**config.mk**
```make
export PLATFORM = sky130hd
export DESIGN_NAME = gcd_sub_param
export DESIGN_NICKNAME = d
export VERILOG_FILES = /design/src/rtl/gcd_sub_param.sv
export SDC_FILE = /design/constraint.sdc
export NUM_CORES = 1
export LEC_CHECK = 0
export CORE_ASPECT_RATIO = 1.75
export CORE_MARGIN = 2
export CORE_UTILIZATION = 25
export CTS_BUF_LIST = sky130_fd_sc_hd__clkbuf_4 sky130_fd_sc_hd__clkbuf_8
export CTS_CLUSTER_SIZE = 30
export DETAILED_ROUTE_END_ITERATION = 8
export SYNTH_ARGS = -nofsm -noshare
export SYNTH_HDL_FRONTEND = slang
export SYNTH_SLANG_ARGS = --single-unit
```
**constraint.sdc**
```tcl
create_clock -name clock -period 5.5 [get_ports clock]
set_input_delay 0.825 -clock clock [delete_from_list [all_inputs] [get_ports clock]]
set_output_delay 0.825 -clock clock [all_outputs]
set_load 0.01 [all_outputs]
```
**src/rtl/gcd_sub_param.sv**
```systemverilog
// ---------------------------------------------------------------------------
// gcd_sub_param
// Repeated-subtraction GCD engine with a start/ready/done handshake.
// A single FSM drives an internal A/B register pair, one comparator and one
// subtractor. Zero operands finish immediately with gcd = a_in | b_in.
//
// Optional macro: GCD_ITER_CNT_EN adds the iter_cnt port and a saturating
// subtraction counter. Without the macro, that port and its logic are absent.
//
// Parameters:
//   WIDTH  operand/result width (>= 2)
//   CNT_W  iteration counter width (used only with GCD_ITER_CNT_EN)
//
// Ports:
//   clock     system clock, posedge
//   reset     synchronous, active-high
//   start     request, sampled only while ready
//   a_in      operand A, captured on an accepted start
//   b_in      operand B, captured on an accepted start
//   ready     high in IDLE and DONE
//   busy      high in CALC
//   done      one-cycle completion pulse (DONE state)
//   gcd_out   result, held until the next accepted start completes
//   iter_cnt  subtraction count (GCD_ITER_CNT_EN only)
// ---------------------------------------------------------------------------
// state  | meaning
// -------+------------------------------------------------------------
// S_IDLE | waiting for start; ready=1
// S_CALC | one compare and at most one subtraction per cycle; busy=1
// S_DONE | result valid; done=1, ready=1 (back-to-back start allowed)
// ---------------------------------------------------------------------------
module gcd_sub_param #(
   parameter int WIDTH = 16,
   parameter int CNT_W = 16
) (
   input  logic             clock,
   input  logic             reset,
   input  logic             start,
   input  logic [WIDTH-1:0] a_in,
   input  logic [WIDTH-1:0] b_in,
   output logic             ready,
   output logic             busy,
   output logic             done,
   output logic [WIDTH-1:0] gcd_out
`ifdef GCD_ITER_CNT_EN
   ,
   output logic [CNT_W-1:0] iter_cnt
`endif
);

   typedef enum logic [1:0] {
      S_IDLE = 2'd0,
      S_CALC = 2'd1,
      S_DONE = 2'd2
   } state_t;

   state_t           state_q, state_d;
   logic [WIDTH-1:0] a_q, a_d;
   logic [WIDTH-1:0] b_q, b_d;
   logic [WIDTH-1:0] gcd_q, gcd_d;
   logic             accept;
   logic             a_eq_b;
   logic             a_gt_b;

   assign ready  = (state_q == S_IDLE) || (state_q == S_DONE);
   assign busy   = (state_q == S_CALC);
   assign done   = (state_q == S_DONE);
   assign accept = ready && start;

   assign a_eq_b = (a_q == b_q);
   assign a_gt_b = (a_q > b_q);

   always_ff @(posedge clock) begin
      if (reset) begin
         state_q <= S_IDLE;
         a_q     <= '0;
         b_q     <= '0;
         gcd_q   <= '0;
      end else begin
         state_q <= state_d;
         a_q     <= a_d;
         b_q     <= b_d;
         gcd_q   <= gcd_d;
      end
   end

   always_comb begin
      state_d = state_q;
      a_d     = a_q;
      b_d     = b_q;
      gcd_d   = gcd_q;
      case (state_q)
         S_IDLE, S_DONE: begin
            state_d = S_IDLE;
            if (start) begin
               a_d = a_in;
               b_d = b_in;
               // gcd(x,0) = x and gcd(0,0) = 0 both reduce to a bitwise OR
               if ((a_in == '0) || (b_in == '0)) begin
                  gcd_d   = a_in | b_in;
                  state_d = S_DONE;
               end else begin
                  state_d = S_CALC;
               end
            end
         end
         S_CALC: begin
            // both operands stay nonzero here, so neither subtraction wraps
            if (a_eq_b) begin
               gcd_d   = a_q;
               state_d = S_DONE;
            end else if (a_gt_b) begin
               a_d = a_q - b_q;
            end else begin
               b_d = b_q - a_q;
            end
         end
         default: state_d = S_IDLE;
      endcase
   end

   assign gcd_out = gcd_q;

`ifdef GCD_ITER_CNT_EN
   logic [CNT_W-1:0] cnt_q, cnt_d;

   always_comb begin
      cnt_d = cnt_q;
      if (accept) begin
         cnt_d = '0;
      end else if ((state_q == S_CALC) && !a_eq_b && (cnt_q != {CNT_W{1'b1}})) begin
         cnt_d = cnt_q + 1'b1;
      end
   end

   always_ff @(posedge clock) begin
      if (reset) begin
         cnt_q <= '0;
      end else begin
         cnt_q <= cnt_d;
      end
   end

   assign iter_cnt = cnt_q;
`endif

endmodule

```
==> results.ini, run 1 <==
[routing]
wl_per_cell_um=17.7
drcViolationCount=0
drtAntennaViolNets=0
wl_mm=13.3
route.vias.total=3943
viasPerCell=5.26
first_iter_violations=227
firstDrtPassIters=5

[critical_path]
critPathBufInv=2
crit_family=simple AND/OR/NAND/NOR gates
r2r_slack_ns=2.06
r2r-start=a_q[12]
cp-end-kind=flop
path_depth=9
path_cells=inv_1, ha_1, nand4_1, or3_1, o31ai_4, o21ai_2, buf_4, or3_1, a21oi_1
worstPathRequired_ns=5.77
critPathLaunch=a_q[12]
worst_ep_arrival_time_ns=3.71
slowest_delay_ns=0.57
crit_top_cell=or3_1
crit_fanout=23
crit_end=gcd_out[15]
crit_type=reg2reg
r2r_end=gcd_out[15]
rr_worst_depth=9
cp-start-kind=flop
cpMaxStageDelayCell=ha_1

[timing]
fmax_mhz=291
tns_ns=0
fin_skew_ns=0.00933
slew_viol_final=0
rsz0062_at_grt=false
fin_crit_sh_pct=62.5
slew_headroom_pct=37.7
fin_crit_ns=3.44
hold_viol_final=0
finalSetupViolCount=0
worst_pin_slew_ns=0.927

[floorplan]
num_rows=60
die_y_um=168
fp.coreArea_um2=15200
dieArea_um2=16500
initial_utilization_pct=25.3
die_w_um=97.9
pin_count=54

[logic_synthesis]
synth.avg_cell_area_um2=7.19
yosysTopAreaCellShare_pct=26.0
yosysSeqAreaShare_pct=26.0
syn_nets=604
ys_async_sr_fraction_pct=0
synth-edff-count=0
synth.distinct_cells=45
synth_seq_cells=50
ys_warn_count=0
synth.area.top_cells=dfxtp_1 26%, ha_1 10%, nand2_1 7.2%
syn-cell-area_um2=3850
ys.flop_type=dfxtp_1
synthCells=536
yosys.area.top_type=dfxtp_1

[clock_network]
cts_hold_buf=0
clkSinkCount=50
clk_latency_ns=0.33
h-tree-depth=2
clockBufferDepth=2
ctsResizeCount=0
cts_setup_buffers=0
path_clk_slew_ns=0.11
cts_buffers=5
cts_tree=built
cts-root-buf=clkbuf_8

[finish]
drive_gt1_share_pct=3.90
antenna_cells=0
syn_to_final_growth_pct=19.4
nets=631
seqCellArea_um2=1000
multi_input_area_um2=2560
fillCellCount=1665

[grt]
grt_overflow=0
grt_pass1_wl_mm=20.8
grtUsageTotal_pct=16.0
grt_pass1_vias=3861
grt_max_degree=51
antenna_found_initial=0

[pwr]
total_power_mw=1.69
peakVddDrop_uv=215
power.density_nw_per_um2=367
leakagePower_nw=1.77

[run_status]
outcome=completed

[place]
globalplace.congestion=0.939
place.port_buffers=53
dp_hpwl_mm=10.3

[hold_path]
hp-class=reg2reg

[flow_run]
drv_cap=0

==> cell families after synthesis <==
family                   synth area share, %
AO/OA/AOI/OAI                           27.4
multiplexers                           0.779
XOR/XNOR                                3.86
flip-flops                              26.0
adder cells (fa/ha/maj)                 11.1
AND/OR/NAND/NOR                         23.1
buffers and inverters                   7.79
==> where the power goes <==
part	switching, mW	internal (mW)
clock network	0.150	0.0926
registers	0.0423	0.416
logic	0.613	0.373
total	0.805	0.882
==> worst register-to-register path, cell delays in order, from the launching register on <==
cell and delay [ns]:
dfxtp_1 0.39, inv_1 0.11, ha_1 0.57, nand4_1 0.27
or3_1 0.50, o31ai_4 0.47, o21ai_2 0.24, buf_4 0.28
or3_1 0.40, a21oi_1 0.14
==> layout make-up <==
type | instances | area share [%]
multi-input cells | 410 | 55.8
flip-flops and latches | 50 | 21.8
repair buffers | 59 | 12.4
well taps | 186 | 5.06
inverters | 37 | 3.02
clock buffers | 5 | 1.50
clock inverters | 3 | 0.490
==> cell usage after synthesis (all sizes together), types with 3 or more instances <==
cell and number:
dfxtp 50, nor3 23, clkbuf 28, nand2 74, or3 7, buf 11
a311oi 19, nor2 60, xnor2 11, a211o 15, o21ai 24, ha 31
a21oi 54, a21o 6, a211oi 15, inv 37, xor2 6, mux2i 3
nand2b 5, nand3 12, nor4 8, o21a 3, nand4 8
==> registers in the layout (all words and copies together), names as in the netlist <==
register,cells
a_q,16
b_q,16
state_q,2
gcd_out,16
==> stage by stage <==
stage | area, um^2 | hold slack [ns] | instances | utilization, % | worst slack, ns
detailed placement | 4510 | 0.443 | 742 | 29.6 | 1.83
global route | 4600 | 0.486 | 750 | 30.2 | 1.88
CTS | 4600 | 0.467 | 750 | 30.2 | 2.07
finish | 4600 | 0.464 | 750 | 30.2 | 2.06
global placement | 4510 | 0.443 | 742 | 29.6 | 1.87
floorplan | 3850 | 0.476 | 536 | - | 3.05
==> placed cells by master, fill, tap and decap left out, types with 2 or more instances in the layout <==
cell type	n
nor2b_1	2
ha_1	31
o221ai_1	2
buf_4	6
o21ai_2	2
a211oi_1	15
nand3b_1	2
nor3_1	23
o211ai_1	2
a211o_1	15
xor2_1	6
nand2b_1	5
nand3_1	12
a311oi_1	19
nor2_1	60
nand2_1	74
o21ai_0	20
o31a_1	2
inv_6	2
o21a_1	3
nand4_1	8
a21o_1	6
clkdlybuf4s50_1	52
dfxtp_1	50
a221o_1	2
xnor2_1	11
o21ai_1	2
mux2i_1	3
or3_1	7
clkbuf_8	5
o31ai_4	2
inv_1	36
a21boi_0	2
o21ba_2	2
nor4_1	8
a21oi_1	54
fa_1	2
==> worst min path at each step <==
stage | endpoint | cells past startpoint | startpoint | slack, ns
4_1_cts | gcd_out[6] | 2 | gcd_out[6] | 0.47
6_report | gcd_out[8] | 2 | gcd_out[8] | 0.46
5_1_grt | gcd_out[15] | 2 | gcd_out[15] | 0.49
2_1_floorplan | gcd_out[0] | 2 | gcd_out[0] | 0.48
3_3_place_gp | gcd_out[1] | 2 | gcd_out[1] | 0.44
3_5_place_dp | gcd_out[7] | 2 | gcd_out[7] | 0.44
==> metal layers <==
| layer | part of all wire (%) | vias up | global-route usage (%) |
|---|---|---|---|
| met5 | 0 | - | 0 |
| met4 | 6.6 | 0 | 10.7 |
| met3 | 3.4 | 36 | 1.70 |
| met2 | 53 | 113 | 29.9 |
| met1 | 37 | 1842 | 16.3 |
| li1 | - | 1952 | - |
Power figures use the tool's default switching activity.
==> run 2: changes to the inputs <==
- clock period: 5.5 -> 3.2 ns (I/O delays scaled with it)
==> results.ini, run 2 (synthesis results as in run 1) <==
[routing]
drcViolationCount=0  ; unchanged
route.vias.total=4062  ; was 3943
viasPerCell=5.31  ; was 5.26
drtAntennaViolNets=0  ; unchanged
wl_per_cell_um=17.5  ; was 17.7 um
firstDrtPassIters=5  ; unchanged
wl_mm=13.4  ; was 13.3 mm
first_iter_violations=289  ; was 227

[finish]
nets=646  ; was 631
antenna_cells=0  ; unchanged
fillCellCount=1646  ; was 1665
multi_input_area_um2=2560  ; unchanged
seqCellArea_um2=1000  ; unchanged
final_area_um2=4730  ; was 4600 um^2
mostFrequentLayoutCells=74 x nand2_1, 60 x nor2_1, 54 x a21oi_1  ; unchanged
finalNonFillerCells=765  ; was 750
drive_gt1_share_pct=6.39  ; was 3.90%
syn_to_final_growth_pct=22.9  ; was 19.4%
final_common_cell=nand2_1  ; unchanged

[clock_network]
cts_hold_buf=0  ; unchanged
cts_setup_buffers=0  ; unchanged
ctsResizeCount=0  ; unchanged
clk_latency_ns=0.33  ; about the same
cts-root-buf=clkbuf_8  ; unchanged
cts_buffers=5  ; unchanged
h-tree-depth=2  ; unchanged
clkSinkCount=50  ; unchanged
cts_tree=built  ; unchanged
path_clk_slew_ns=0.10  ; was 0.11 ns
clockBufferDepth=2  ; unchanged

[grt]
grtUsageTotal_pct=15.9  ; was 16.0%
grt_pass1_wl_mm=20.7  ; was 20.8 mm
grt_max_degree=42  ; was 51
grt_pass1_vias=3791  ; was 3861
antenna_found_initial=0  ; unchanged
grt_overflow=0  ; unchanged

[critical_path]
crit_fanout=20  ; was 23
slowest_delay_ns=0.49  ; was 0.57 ns
worstPathRequired_ns=3.46  ; was 5.77 ns
cpMaxStageDelayCell=or3_1  ; was ha_1
cp-start-kind=flop  ; unchanged
critPathBufInv=2  ; unchanged
crit_top_cell=or3_1  ; unchanged
worst_ep_arrival_time_ns=3.12  ; was 3.71 ns
crit_type=reg2reg  ; unchanged
path_cells=inv_1, ha_1, nand4_1, or3_1, o31ai_4, o21ai_2, buf_4, or3_1, a21oi_1  ; unchanged
crit_family=simple AND/OR/NAND/NOR gates  ; unchanged
cp-end-kind=flop  ; unchanged

[floorplan]
die_w_um=97.9  ; unchanged
num_rows=60  ; unchanged
dieArea_um2=16500  ; unchanged
pin_count=54  ; unchanged
fp.coreArea_um2=15200  ; unchanged
die_y_um=168  ; unchanged
initial_utilization_pct=25.3  ; unchanged

[timing]
fmax_mhz=349  ; was 291 MHz
fin_crit_ns=2.86  ; was 3.44 ns
hold_viol_final=0  ; unchanged
fin_skew_ns=0.00702  ; was 0.00933 ns
timing.final.ws_setup_ns=0.338  ; was 2.06 ns
finalSetupViolCount=0  ; unchanged
slew_viol_final=0  ; unchanged
worst_pin_slew_ns=0.962  ; was 0.927 ns
rsz0062_at_grt=false  ; unchanged
fin_crit_sh_pct=89.4  ; was 62.5%
hold_ws_ns=0.458  ; was 0.464 ns
tns_ns=0  ; unchanged
slew_headroom_pct=35.3  ; was 37.7%

[place]
place_ws_ns=0.0420  ; was 1.83 ns
place_inst=757  ; was 742
post_dp_cell_area_um2=4620  ; was 4510 um^2
place.port_buffers=53  ; unchanged
dp_hpwl_mm=10.4  ; was 10.3 mm
globalplace.congestion=0.980  ; was 0.939

[flow_run]
drv_cap=0  ; unchanged

[hold_path]
hp-class=reg2reg  ; unchanged

[pwr]
leakagePower_nw=1.85  ; was 1.77 nW
power.density_nw_per_um2=646  ; was 367 nW/um^2
peakVddDrop_uv=319  ; was 215 uV

[run_status]
outcome=completed  ; unchanged

==> run 2: layout make-up <==
class | count | share of cell area, %
inverter | 37 | 2.93
sequential | 50 | 21.1
multi-input combinational | 410 | 54.2
clock buffer | 6 | 1.61
tap | 186 | 4.92
timing repair buffer | 74 | 14.4
clock inverter | 2 | 0.793
==> run 2: path summary, 6_finish.rpt <==
kind,end,cells past startpoint,start,slack (ns)
hold / removal,gcd_out[5],2,gcd_out[5],0.46
setup reg to reg,gcd_out[15],9,a_q[13],0.34
setup / recovery,gcd_out[15],9,a_q[13],0.34
hold reg to reg,gcd_out[5],2,gcd_out[5],0.46
==> run 2: metal layers <==
layer | up-vias | global-route usage, % | wire, um
li1 | 1971 | - | -
met1 | 1908 | 17.6 | 5070
met2 | 145 | 29.5 | 7090
met3 | 38 | 1.74 | 598
met4 | 0 | 8.33 | 646
met5 | - | 0 | 0
==> run 2: metrics by stage <==
stage | power, mW | utilization, %
after floorplan | 1.99 | -
after global placement | 2.54 | 30.3
after detailed placement | 2.53 | 30.3
after CTS | 3.03 | 31.1
after global routing | 3.27 | 31.1
final | 3.06 | 31.1
==> run 2: report_power, final <==
part	internal [mW]	switching, mW
registers	0.715	0.0702
clock network	0.243	0.256
logic	0.700	1.08
total	1.66	1.40
==> run 2: worst reg2reg max path, cell delays in order (launching register included) <==
cell and delay [ns]:
dfxtp_1 0.40, inv_1 0.09, ha_1 0.30, nand4_1 0.19, or3_1 0.49, o31ai_4 0.45
o21ai_2 0.11, buf_4 0.23, or3_1 0.39, a21oi_1 0.14
